**src/rtl/mem_arbiter.sv**
```systemverilog
// mem_arbiter: two-requester round-robin arbiter and access sequencer for a
// single-port synchronous RAM with a registered read path.
//
// Ports:
//   clk, reset              clock, synchronous active-high reset
//   in_req_N                access request, held until out_gnt_N
//   in_we_N                 1 = write, 0 = read
//   in_addr_N, in_wdata_N   word address and write data of the request
//   out_gnt_N               one-cycle pulse: command is on the RAM pins
//   out_rvalid_N            one-cycle pulse: out_rdata_N holds the read result
//   out_rdata_N             last read result for port N
//   out_mem_address/data    registered RAM address and write data
//   out_mem_rden/wren       registered RAM strobes, never high together
//   in_mem_q                RAM read data
module mem_arbiter #(
  parameter int unsigned ADDR_WIDTH   = 9,
  parameter int unsigned DATA_WIDTH   = 32,
  parameter int unsigned READ_LATENCY = 1   // 1 or 2
) (
  input  logic                  clk,
  input  logic                  reset,
  input  logic                  in_req_0,
  input  logic                  in_req_1,
  input  logic                  in_we_0,
  input  logic                  in_we_1,
  input  logic [ADDR_WIDTH-1:0] in_addr_0,
  input  logic [ADDR_WIDTH-1:0] in_addr_1,
  input  logic [DATA_WIDTH-1:0] in_wdata_0,
  input  logic [DATA_WIDTH-1:0] in_wdata_1,
  output logic                  out_gnt_0,
  output logic                  out_gnt_1,
  output logic                  out_rvalid_0,
  output logic                  out_rvalid_1,
  output logic [DATA_WIDTH-1:0] out_rdata_0,
  output logic [DATA_WIDTH-1:0] out_rdata_1,
  output logic [ADDR_WIDTH-1:0] out_mem_address,
  output logic [DATA_WIDTH-1:0] out_mem_data,
  output logic                  out_mem_rden,
  output logic                  out_mem_wren,
  input  logic [DATA_WIDTH-1:0] in_mem_q
);

  typedef enum logic [1:0] {StIdle, StIssue, StWait, StResp} state_e;

  // Two bits cover both legal latencies.
  localparam logic [1:0] LatLast = 2'(READ_LATENCY - 1);

  state_e                  state_q;
  logic                    last_q;    // port that won the previous arbitration
  logic                    owner_q;   // port owning the access in flight
  logic [1:0]              lat_cnt_q;

  logic                    pick;
  logic                    pick_we;
  logic [ADDR_WIDTH-1:0]   pick_addr;
  logic [DATA_WIDTH-1:0]   pick_wdata;

  always_comb begin
    // A tie goes to the port that did not win last time; a lone requester wins.
    pick       = in_req_1 & (~in_req_0 | ~last_q);
    pick_we    = pick ? in_we_1    : in_we_0;
    pick_addr  = pick ? in_addr_1  : in_addr_0;
    pick_wdata = pick ? in_wdata_1 : in_wdata_0;
  end

  always_ff @(posedge clk) begin
    if (reset) begin
      state_q         <= StIdle;
      last_q          <= 1'b1;
      owner_q         <= 1'b0;
      lat_cnt_q       <= '0;
      out_gnt_0       <= 1'b0;
      out_gnt_1       <= 1'b0;
      out_rvalid_0    <= 1'b0;
      out_rvalid_1    <= 1'b0;
      out_rdata_0     <= '0;
      out_rdata_1     <= '0;
      out_mem_address <= '0;
      out_mem_data    <= '0;
      out_mem_rden    <= 1'b0;
      out_mem_wren    <= 1'b0;
    end else begin
      // Grants, valids and strobes are single-cycle; address/data hold.
      out_gnt_0    <= 1'b0;
      out_gnt_1    <= 1'b0;
      out_rvalid_0 <= 1'b0;
      out_rvalid_1 <= 1'b0;
      out_mem_rden <= 1'b0;
      out_mem_wren <= 1'b0;
      unique case (state_q)
        StIdle: begin
          if (in_req_0 || in_req_1) begin
            state_q         <= StIssue;
            last_q          <= pick;
            owner_q         <= pick;
            out_gnt_0       <= ~pick;
            out_gnt_1       <= pick;
            out_mem_address <= pick_addr;
            out_mem_data    <= pick_wdata;
            out_mem_wren    <= pick_we;
            out_mem_rden    <= ~pick_we;
          end
        end
        StIssue: begin
          // The wren register still reflects the latched command here.
          if (out_mem_wren) begin
            state_q <= StIdle;
          end else begin
            state_q   <= StWait;
            lat_cnt_q <= '0;
          end
        end
        StWait: begin
          if (lat_cnt_q == LatLast) begin
            state_q <= StResp;
            if (owner_q) begin
              out_rdata_1  <= in_mem_q;
              out_rvalid_1 <= 1'b1;
            end else begin
              out_rdata_0  <= in_mem_q;
              out_rvalid_0 <= 1'b1;
            end
          end else begin
            lat_cnt_q <= lat_cnt_q + 2'd1;
          end
        end
        StResp: begin
          state_q <= StIdle;
        end
        default: begin
          state_q <= StIdle;
        end
      endcase
    end
  end

endmodule
```
**config.mk**
```make
export PLATFORM = sky130hd
export DESIGN_NAME = mem_arbiter
export DESIGN_NICKNAME = d
export VERILOG_FILES = /design/src/rtl/mem_arbiter.sv
export SDC_FILE = /design/constraint.sdc
export NUM_CORES = 1
export LEC_CHECK = 0
export CAP_MARGIN = 20
export CELL_PAD_IN_SITES_DETAIL_PLACEMENT = 1
export CELL_PAD_IN_SITES_GLOBAL_PLACEMENT = 1
export CORE_AREA = 2 2 132 134
export DETAILED_ROUTE_END_ITERATION = 8
export DIE_AREA = 0 0 134 136
export MAX_ROUTING_LAYER = met4
export PLACE_DENSITY_LB_ADDON = 0.1
export SYNTH_ARGS = -nofsm -noshare
export SYNTH_HDL_FRONTEND = slang
export SYNTH_SLANG_ARGS = --single-unit
```
**constraint.sdc**
```tcl
create_clock -name clk -period 1.9 [get_ports clk]
set_input_delay 0.57 -clock clk [delete_from_list [all_inputs] [get_ports clk]]
set_output_delay 0.57 -clock clk [all_outputs]
set_load 0.1 [all_outputs]
```
==> flow_summary.ini <==
[clock_tree]
cts.sinks = 117
cts_resized = 0
cts.reportedPaths.clkPinSlew_ps = 50
clock_path_buffers = 2
insertion_delay_ps = 400
cts-root-buf = clkbuf_16
cts_inserted_buffers = 17
post_cts_buffers = 0
h-tree-depth = 4
holdBufCountCts = 0
cts_tree = done

[final_layout]
final_cells = 1020
num-nets-final = 906
final_core_util_pct = 53.9
design_area_um2 = 9090
final_layout_size_suffix_gt1_share_pct = 26.4
nFillCells = 1830
area_growth_pct = 90.0
antenna_cells = 0

[worst_setup_path]
cp-start-kind = input port
cp_data_required_time_ps = 2210
startpoint = in_req_0
end_kind = flop
crit-reg2reg-launch = lat_cnt_q[0]
critPathKind = input port to flop
crit_arrival_ps = 1940
crit_fanout = 9

[timing]
fmax_mhz = 613
finalHoldViolations = 0
rsz0062_at_grt = no
relSlewSlack_pct = 68.9
setup_viol = 0
layout_setup_ws_ps = 269
period_share_pct = 85.8
finalCriticalPeriod_ps = 1630
worstMarginPinSlew_ps = 467
final-max-slew-violation-count = 0
worst_clock_skew_ps = 7.59

[routing]
drc = 0
dr.first_iter.drc_count = 184
drtPass1Iterations = 4
vias = 4823
wl_mm = 17.2
route.antenna.remaining_nets = 0
wl_per_cell_um = 16.8
vias_per_cell = 4.73

[logic_synthesis]
ys.flop_type = dfxtp_1
synthTopCellsByArea = dfxtp_1, nand2_1, a311oi_2, a21oi_1, clkbuf_1
syn_avg_cell_area_um2 = 8.50
yosysWarnings = 0
yosysMostFrequentCell = nand2_1
ys_types = 26
yosysSeqAreaShare_pct = 49.0
async_reset_ff_share_pct = 0
synth_seq_cells = 117
synth_top_area_share_pct = 49.0
yosysTopAreaCell = dfxtp_1
netlist_top_cells_count = nand2_1, dfxtp_1, a21oi_1
synth_nets = 684
synth_edf_count = 0
synth_area_um2 = 4780
syn-instance-count = 563

[power]
design_power_total_mw = 8.69
power_frac_seq_pct = 32.6
power_switching_mw = 3.02
p_leak_nw = 3.36
pwr-share-comb_pct = 33.5
ir_drop_uv = 669
internal-power_mw = 5.67
sw_frac_of_total_pct = 34.7
clkPwrFrac_pct = 33.8
cellPowerDensity_nw_per_um2 = 956

[global_routing]
antenna_found_initial = 0
grt_pass1_wl_mm = 27.6
grt_pass1_vias = 5311
grt_max_degree = 42
grt-ovfl-total = 0
gr-usage-all-layers_pct = 20.0

[place]
portBuffers = 230
hpwlAfterDp_mm = 12.7
placed_cells = 991
pre_cts_ws_ps = -133
place_area_um2 = 8550
gp_congestion = 0.801

[die]
dieArea_um2 = 18200
die-width_um = 134
start_util_pct = 28.3
fp-row-count = 48
core-area_um2 = 16900
die_h_um = 136
pin_count = 231

[min_path]
hold_start = out_rdata_0[30]
hold_path.class = flop to flop

[status]
status = finished, final reports clean

[job]
cap_violations = 0
==> area by class of cell <==
class                   instances  area [µm²]  share of cell area [%]
repair buffers                256        3720                    40.9
well taps                     225         282                    3.10
inverters                       3        11.3                   0.124
clock inverters                 5        50.0                   0.551
clock buffers                  24         492                    5.41
multi-input cells             390        2190                    24.1
flip-flops and latches        117        2340                    25.8
==> cells in the final DEF (no fill, tap or decap), types with 4 or more instances in the layout <==
cell / n
a21oi_1: 107
a311oi_2: 40
buf_12: 120
buf_4: 18
clkbuf_16: 17
clkbuf_8: 4
clkdlybuf4s50_1: 118
clkinv_2: 4
dfxtp_1: 117
nand2_1: 213
nor2_1: 4
nor3_1: 5
==> metal layers <==
metal | global-route usage, % | part of all wire [%] | vias up
li1 | - | - | 2350
met1 | 22.2 | 41 | 2296
met2 | 34.8 | 52 | 158
met3 | 5.85 | 6.5 | 19
met4 | 5.97 | 1.3 | 0
met5 | - | 0 | -
==> critical path, cell delays in order <==
cell	delay (ps)
clkdlybuf4s50_1	440
buf_4	160
a21boi_4	210
buf_4	200
nand2_1	80
a311oi_2	280
==> cells by family (layout without fill, tap and decap cells) <==
kind of cell	Yosys count	after routing	synth area share, %
flip-flops	117	117	49.0
XOR/XNOR	1	1	0.183
multiplexers	3	3	0.628
AND/OR/NAND/NOR	233	233	19.4
adder cells (fa/ha/maj)	1	1	0.262
buffers and inverters	56	288	5.78
AO/OA/AOI/OAI	152	152	24.8
==> power groups by stage <==
stage	clock [mW]	combinational (mW)	sequential [mW]
3_5_place_dp	0	2.93	2.88
5_1_grt	3.13	3.04	2.86
4_1_cts	3.04	2.94	2.84
3_3_place_gp	0	2.89	2.87
2_1_floorplan	0	0.622	3.94
6_report	2.94	2.92	2.83
==> final timing paths <==
path                             end  slack (ps)  cells past startpoint
hold reg to reg      out_rdata_0[30]         490                      2
setup reg to reg      out_rdata_0[1]         320                      6
setup / recovery  out_mem_address[4]         270                      6
hold / removal       out_rdata_0[30]         490                      2
==> metrics by stage <==
stage,hold WS [ps],setup TNS [ps]
2_1_floorplan,498,0
3_3_place_gp,479,-2350
3_5_place_dp,488,-3920
4_1_cts,496,0
5_1_grt,512,0
6_report,490,0
==> registers in the layout, summed over array words and instances (netlist names), named ones only <==
register         flops
out_rdata_1         32
out_rdata_0         32
out_mem_address      9
out_rvalid_1         1
state_q              1
owner_q              1
out_rvalid_0         1
out_gnt_1            1
out_mem_rden         1
out_mem_data        32
out_mem_wren         1
out_gnt_0            1
last_q               1
lat_cnt_q            2
No activity file was read; power rests on OpenSTA's default activity.
